[src/rtl/atomrvcore_ifu_if.sv]
// Fetch-unit bundle: decode-side redirect/handshake plus instruction-memory port.
// master is the IFU itself; slave is the decode/memory environment.
interface atomrvcore_ifu_if #(
    parameter int DATAWIDTH = 32
);
    logic                 IR_EN_i;
    logic                 PCrst_i;
    logic                 BE_i;
    logic                 JALRE_i;
    logic                 UJE_i;
    logic [DATAWIDTH-1:0] immed_i;
    logic [DATAWIDTH-1:0] operand_A_i;
    logic [DATAWIDTH-1:0] branch_pc_i;
    logic                 stall_i;
    logic                 imem_req_o;
    logic [DATAWIDTH-1:0] imem_addr_o;
    logic                 imem_rvalid_i;
    logic [DATAWIDTH-1:0] imem_rdata_i;
    logic [DATAWIDTH-1:0] instr_o;
    logic [DATAWIDTH-1:0] pc_o;
    logic                 instr_valid_o;
    logic                 misaligned_o;

    modport master (
        input  IR_EN_i, PCrst_i, BE_i, JALRE_i, UJE_i, immed_i, operand_A_i,
               branch_pc_i, stall_i, imem_rvalid_i, imem_rdata_i,
        output imem_req_o, imem_addr_o, instr_o, pc_o, instr_valid_o, misaligned_o
    );

    modport slave (
        output IR_EN_i, PCrst_i, BE_i, JALRE_i, UJE_i, immed_i, operand_A_i,
               branch_pc_i, stall_i, imem_rvalid_i, imem_rdata_i,
        input  imem_req_o, imem_addr_o, instr_o, pc_o, instr_valid_o, misaligned_o
    );
endinterface

[src/rtl/atomrvcore_ifu.sv]
// Instruction fetch unit: one outstanding imem read, redirect/flush handling,
// and a single output register held under decode back-pressure.
module atomrvcore_ifu #(
    parameter int                   DATAWIDTH = 32,
    parameter logic [DATAWIDTH-1:0] RESET_PC  = 32'h0000_0000
) (
    input logic              clk_i,
    input logic              rst_i,
    atomrvcore_ifu_if.master bus
);
    typedef enum logic [1:0] {IDLE, REQ, WAIT, HOLD} state_e;

    state_e               state_q, state_d;
    logic [DATAWIDTH-1:0] pc_q, pc_d;
    logic                 flush_q, flush_d;
    logic [DATAWIDTH-1:0] instr_q, instr_d;
    logic [DATAWIDTH-1:0] pco_q, pco_d;
    logic                 valid_q, valid_d;
    logic                 mis_q, mis_d;

    logic                 soft_rst;
    logic                 redirect;
    logic                 fetch_ok;
    logic [DATAWIDTH-1:0] jalr_sum;
    logic [DATAWIDTH-1:0] target;

    assign soft_rst = ~bus.PCrst_i;
    assign redirect = soft_rst | bus.JALRE_i | bus.UJE_i | bus.BE_i;
    assign fetch_ok = bus.IR_EN_i & bus.PCrst_i;
    assign jalr_sum = bus.operand_A_i + bus.immed_i;

    // JAL and taken branch share the PC-relative target; only JALR differs.
    always_comb begin
        target = bus.branch_pc_i + (bus.immed_i << 1);
        if (soft_rst) begin
            target = RESET_PC;
        end else if (bus.JALRE_i) begin
            target = {jalr_sum[DATAWIDTH-1:1], 1'b0};
        end
    end

    always_comb begin
        state_d = state_q;
        pc_d    = pc_q;
        flush_d = flush_q;
        instr_d = instr_q;
        pco_d   = pco_q;
        valid_d = valid_q & bus.stall_i;
        mis_d   = 1'b0;

        if (redirect) begin
            pc_d    = target;
            valid_d = 1'b0;
            mis_d   = target[1];
        end

        unique case (state_q)
            IDLE: begin
                state_d = fetch_ok ? REQ : IDLE;
            end
            REQ: begin
                state_d = WAIT;
                flush_d = redirect;
            end
            WAIT: begin
                if (bus.imem_rvalid_i) begin
                    // A stale or redirect-coincident response is dropped here.
                    if (flush_q || redirect) begin
                        flush_d = 1'b0;
                        state_d = fetch_ok ? REQ : IDLE;
                    end else begin
                        instr_d = bus.imem_rdata_i;
                        pco_d   = pc_q;
                        valid_d = 1'b1;
                        pc_d    = pc_q + DATAWIDTH'(4);
                        if (bus.stall_i) begin
                            state_d = HOLD;
                        end else begin
                            state_d = bus.IR_EN_i ? REQ : IDLE;
                        end
                    end
                end else if (redirect) begin
                    flush_d = 1'b1;
                end
            end
            HOLD: begin
                if (redirect) begin
                    state_d = fetch_ok ? REQ : IDLE;
                end else if (!bus.stall_i) begin
                    state_d = bus.IR_EN_i ? REQ : IDLE;
                end
            end
            default: state_d = IDLE;
        endcase
    end

    always_ff @(posedge clk_i or posedge rst_i) begin
        if (rst_i) begin
            state_q <= IDLE;
            pc_q    <= RESET_PC;
            flush_q <= 1'b0;
            instr_q <= '0;
            pco_q   <= '0;
            valid_q <= 1'b0;
            mis_q   <= 1'b0;
        end else begin
            state_q <= state_d;
            pc_q    <= pc_d;
            flush_q <= flush_d;
            instr_q <= instr_d;
            pco_q   <= pco_d;
            valid_q <= valid_d;
            mis_q   <= mis_d;
        end
    end

    assign bus.imem_req_o    = (state_q == REQ);
    assign bus.imem_addr_o   = (state_q == REQ) ? {pc_q[DATAWIDTH-1:2], 2'b00} : '0;
    assign bus.instr_o       = instr_q;
    assign bus.pc_o          = pco_q;
    assign bus.instr_valid_o = valid_q;
    assign bus.misaligned_o  = mis_q;
endmodule

[src/flat_wrapper.sv]
// flat-port wrapper written by rule: the top's interface ports become plain ports
module atomrvcore_ifu_flat 
#(
    parameter int                   DATAWIDTH = 32,
    parameter logic [DATAWIDTH-1:0] RESET_PC  = 32'h0000_0000
)
  (clk_i, rst_i, bus_IR_EN_i, bus_PCrst_i, bus_BE_i, bus_JALRE_i, bus_UJE_i, bus_immed_i, bus_operand_A_i, bus_branch_pc_i, bus_stall_i, bus_imem_rvalid_i, bus_imem_rdata_i, bus_imem_req_o, bus_imem_addr_o, bus_instr_o, bus_pc_o, bus_instr_valid_o, bus_misaligned_o);
  atomrvcore_ifu_if #(.DATAWIDTH(DATAWIDTH)) bus_i ();
  input logic clk_i;
  input logic rst_i;
  input wire logic [$bits(bus_i.IR_EN_i)-1:0] bus_IR_EN_i;
  input wire logic [$bits(bus_i.PCrst_i)-1:0] bus_PCrst_i;
  input wire logic [$bits(bus_i.BE_i)-1:0] bus_BE_i;
  input wire logic [$bits(bus_i.JALRE_i)-1:0] bus_JALRE_i;
  input wire logic [$bits(bus_i.UJE_i)-1:0] bus_UJE_i;
  input wire logic [$bits(bus_i.immed_i)-1:0] bus_immed_i;
  input wire logic [$bits(bus_i.operand_A_i)-1:0] bus_operand_A_i;
  input wire logic [$bits(bus_i.branch_pc_i)-1:0] bus_branch_pc_i;
  input wire logic [$bits(bus_i.stall_i)-1:0] bus_stall_i;
  input wire logic [$bits(bus_i.imem_rvalid_i)-1:0] bus_imem_rvalid_i;
  input wire logic [$bits(bus_i.imem_rdata_i)-1:0] bus_imem_rdata_i;
  output wire logic [$bits(bus_i.imem_req_o)-1:0] bus_imem_req_o;
  output wire logic [$bits(bus_i.imem_addr_o)-1:0] bus_imem_addr_o;
  output wire logic [$bits(bus_i.instr_o)-1:0] bus_instr_o;
  output wire logic [$bits(bus_i.pc_o)-1:0] bus_pc_o;
  output wire logic [$bits(bus_i.instr_valid_o)-1:0] bus_instr_valid_o;
  output wire logic [$bits(bus_i.misaligned_o)-1:0] bus_misaligned_o;
  assign bus_i.IR_EN_i = bus_IR_EN_i;
  assign bus_i.PCrst_i = bus_PCrst_i;
  assign bus_i.BE_i = bus_BE_i;
  assign bus_i.JALRE_i = bus_JALRE_i;
  assign bus_i.UJE_i = bus_UJE_i;
  assign bus_i.immed_i = bus_immed_i;
  assign bus_i.operand_A_i = bus_operand_A_i;
  assign bus_i.branch_pc_i = bus_branch_pc_i;
  assign bus_i.stall_i = bus_stall_i;
  assign bus_i.imem_rvalid_i = bus_imem_rvalid_i;
  assign bus_i.imem_rdata_i = bus_imem_rdata_i;
  assign bus_imem_req_o = bus_i.imem_req_o;
  assign bus_imem_addr_o = bus_i.imem_addr_o;
  assign bus_instr_o = bus_i.instr_o;
  assign bus_pc_o = bus_i.pc_o;
  assign bus_instr_valid_o = bus_i.instr_valid_o;
  assign bus_misaligned_o = bus_i.misaligned_o;
  atomrvcore_ifu #(.DATAWIDTH(DATAWIDTH), .RESET_PC(RESET_PC)) u_core (.clk_i(clk_i), .rst_i(rst_i), .bus(bus_i));
endmodule
[config.mk]
export PLATFORM = sky130hd
export DESIGN_NAME = atomrvcore_ifu_flat
export DESIGN_NICKNAME = d
export VERILOG_FILES = /design/src/rtl/atomrvcore_ifu_if.sv /design/src/rtl/atomrvcore_ifu.sv /design/src/flat_wrapper.sv
export SDC_FILE = /design/constraint.sdc
export NUM_CORES = 1
export LEC_CHECK = 0
export CORE_ASPECT_RATIO = 0.75
export CORE_UTILIZATION = 40
export DETAILED_ROUTE_END_ITERATION = 12
export GPL_TIMING_DRIVEN = 1
export PLACE_DENSITY = 0.74
export SYNTH_ARGS = -nofsm -noshare
export SYNTH_HDL_FRONTEND = slang
export SYNTH_SLANG_ARGS = --single-unit
export TNS_END_PERCENT = 5
[constraint.sdc]
create_clock -name clk_i -period 3.9 [get_ports clk_i]
set_clock_uncertainty 0.15 [all_clocks]
set_input_delay 0.78 -clock clk_i [delete_from_list [all_inputs] [get_ports clk_i]]
set_output_delay 0.78 -clock clk_i [all_outputs]
set_load 0.02 [all_outputs]
==> flow_summary.yaml <==
sta:
  maxSlewHeadroom_pct: 31.4
  tightest_slew_ns: 1.03
  min_period_over_period_pct: 91.5
  setup_violations: 0
  fmax_mhz: 280
  min_period_ns: 3.57
  rsz0062_at_grt: "no"
  tns_ns: 0
  hold_viol: 0
  fin_hold_ws_ns: 0.337
  finalMaxSlewViolations: 0
global_route:
  grt_max_degree: 85
  grt_antenna_before_repair: 0
  grt_usage_pct: 25.7
  grt_pass1_vias: 7788
  grt-ovfl-total: 0
  grt_pass1_wl_microns: 43000
critical_path:
  slowest_stage: "clkdlybuf4s50_1"
  cpPeakStageDelay_ns: 0.42
  crit_buf_inv: 1
  cp_top_family: "compound AO/OA/AOI/OAI gates"
  worstPathRequired_ns: 3.98
  end_kind: "flip-flop"
  arrival_ns: 3.65
  worstSetupStartpointType: "primary input"
  worstPathCellList: "clkdlybuf4s50_1, ha_1, fa_1, a211oi_1, o21ai_1, a311oi_1, nor2_1, nor3b_1, a211oi_2, mux2i_1, a211o_1"
  path_class: "primary input to flip-flop"
  critPathMaxFanout: 2
pwr:
  swShare_pct: 35.5
  ir_worst_vdd_mv: 0.208
  clockPowerShare_pct: 25.0
  p_int_uw: 2420
  p_seq_share_pct: 34.6
  combPwrFrac_pct: 40.4
  powerDensity_mw_per_mm2: 329
  switchingPower_uw: 1330
  p_leak_uw: 0.00478
clock_network:
  clk_pin_slew_ns: 0.07
  cts_hold_buffers: 0
  clock_latency_ns: 0.35
  cts_tree: "yes"
  cts_buffers: 9
  h-tree-depth: 3
  clockRootBuffer: "clkbuf_16"
  cts_resized: 0
  post-cts-setup-buffers: 0
  clockBufferDepth: 2
  clock_sinks: 101
synth:
  synth_seq_cells: 101
  ys.flop_type: "dfrtp_1"
  yosysSeqAreaShare_pct: 30.2
  synth_cell_types: 76
  synth-edff-count: 0
  yosys.area_share.simple_pct: 18.7
  netlist_area_sq_mm: 0.00837
  synth_top_family_by_area: "compound AO/OA/AOI/OAI gates"
  synthAdderAreaFrac_pct: 10.2
  synthTopCellsByArea: "dfrtp_1, ha_1, mux2_2, xnor2_1, a21oi_1"
  synth_warnings: 0
  yosys.area_share.xor_xnor_pct: 7.64
  syn_avg_cell_area_sq_um: 9.04
  synthArstFlopShare_pct: 100
  synth_compound_area_share_pct: 19.9
  synthCells: 926
  yosysTopAreaCell: "dfrtp_1"
  synthDominantCellAreaShare_pct: 30.2
  muxShareOfSynthArea_pct: 10.2
finish:
  num_antenna_cells: 0
  final_common_cell: "clkdlybuf4s50_1"
  drive_gt1_share_pct: 11.3
  post-route-util_pct: 55.9
  final_nets: 1359
  area_growth_pct: 36.0
  final_cell_mix: "clkdlybuf4s50_1, dfrtp_1, a21oi_1, mux2_2, ha_1"
floorplan:
  fp.coreArea_sq_mm: 0.0204
  dieHeight_microns: 127
  die-area_sq_mm: 0.0215
  rows: 45
  start_util_pct: 41.1
  io_pins: 236
  die_w_microns: 169
routing:
  num_vias: 8109
  first_iter_violations: 528
  via_per_inst: 5.62
  drtPass1Iterations: 5
  drtAntennaViolNets: 0
  drc: 0
  wl_microns: 27500
  post_drt_wl_per_cell_microns: 19.0
placement:
  port_buffers: 233
  dp_hpwl_microns: 22300
  place_congestion: 0.964
worst_hold_path:
  hp-class: "flip-flop to flip-flop"
job:
  max_cap_violations: 0
status:
  status: "complete, no violations"
-- registers in the layout, indices dropped and copies added (netlist names) --
register,flops
u_core.bus.instr_o,32
u_core.bus.pc_o,32
u_core.pc_q,32
u_core.state_q,2
u_core.bus.instr_valid_o,1
u_core.bus.misaligned_o,1
u_core.flush_q,1
-- through the flow --
step	instance area [sq um]	cells	power [uW]	worst slack (ns)
2_1_floorplan	8370	927	2170	0.323
3_3_place_gp	11100	1426	2790	0.123
3_5_place_dp	11100	1426	2810	0.0370
4_1_cts	11400	1442	3750	0.384
5_1_grt	11400	1442	3950	0.199
6_report	11400	1442	3750	0.333
-- final cells by class --
class / count / area (sq um)
Inverter: 16 / 62.6
Multi-Input combinational cell: 768 / 5590
Sequential cell: 101 / 2530
Fill cell: 1843 / 9000
Clock inverter: 5 / 58.8
Tap cell: 282 / 353
Clock buffer: 11 / 253
Timing Repair Buffer: 259 / 2540
-- logic make-up after synthesis --
| kind of cell | count (synthesis) |
|---|---|
| AOI/OAI and AO/OA | 252 |
| other | 1 |
| buffers and inverters | 58 |
| adders and majority gates | 67 |
| muxes | 77 |
| and+or+nand+nor | 297 |
| xor gates and xnor gates | 73 |
| DFF | 101 |
-- worst paths after layout --
kind                                          startpoint  slack, ns  depth (start not counted)                            endpoint
max                                       bus_immed_i[0]       0.33                         11           u_core.pc_q[31]$_DFF_PP0_
min                           u_core.pc_q[1]$_DFFE_PP0P_       0.34                          1          u_core.pc_q[1]$_DFFE_PP0P_
max reg2reg                u_core.state_q[0]$_DFFE_PP0P_       0.98                          9           u_core.pc_q[28]$_DFF_PP0_
min reg2reg                   u_core.pc_q[1]$_DFFE_PP0P_       0.34                          1          u_core.pc_q[1]$_DFFE_PP0P_
max in group asynchronous                          rst_i       1.92                          3           u_core.pc_q[28]$_DFF_PP0_
min in group asynchronous                          rst_i       0.89                          2  u_core.bus.instr_o[21]$_DFFE_PP0P_
-- synthesized netlist by cell type, types with 4 or more instances --
| library cell | number |
|---|---|
| dfrtp_1 | 101 |
| a21oi_1 | 75 |
| ha_1 | 65 |
| mux2_2 | 65 |
| nand2_1 | 60 |
| nor2_1 | 52 |
| xnor2_1 | 45 |
| and2_1 | 38 |
| o21ai_0 | 35 |
| nand3_1 | 31 |
| xor2_1 | 28 |
| clkbuf_1 | 26 |
| nand4_1 | 22 |
| nor3_1 | 22 |
| o21ai_1 | 19 |
| o22ai_1 | 18 |
| a21o_1 | 17 |
| inv_1 | 16 |
| and3_1 | 14 |
| a211oi_1 | 13 |
| mux2i_1 | 11 |
| o211ai_1 | 11 |
| buf_2 | 10 |
| nand2b_1 | 10 |
| a31oi_1 | 8 |
| nor2b_1 | 8 |
| or3_1 | 8 |
| a22oi_1 | 6 |
| and4_1 | 5 |
| nand3b_1 | 5 |
| nor3b_1 | 5 |
| o21a_1 | 5 |
| o21bai_1 | 5 |
| a211oi_2 | 4 |
-- per-layer routing --
metal | up-vias | share of wire, % | global-route usage (%)
met2 | 372 | 43 | 39.6
met1 | 3831 | 47 | 36.6
met5 | - | 0 | 0
met4 | 0 | 0.95 | 5.09
met3 | 14 | 9.0 | 5.89
li1 | 3892 | - | -
-- power groups by stage --
stage	Combinational (uW)	Sequential, uW	Clock [uW]
finish	1520	1300	937
global route	1640	1310	1000
CTS	1500	1290	952
detailed placement	1490	1310	0
global placement	1480	1310	0
floorplan	808	1360	0
Power figures use the tool's default switching activity.
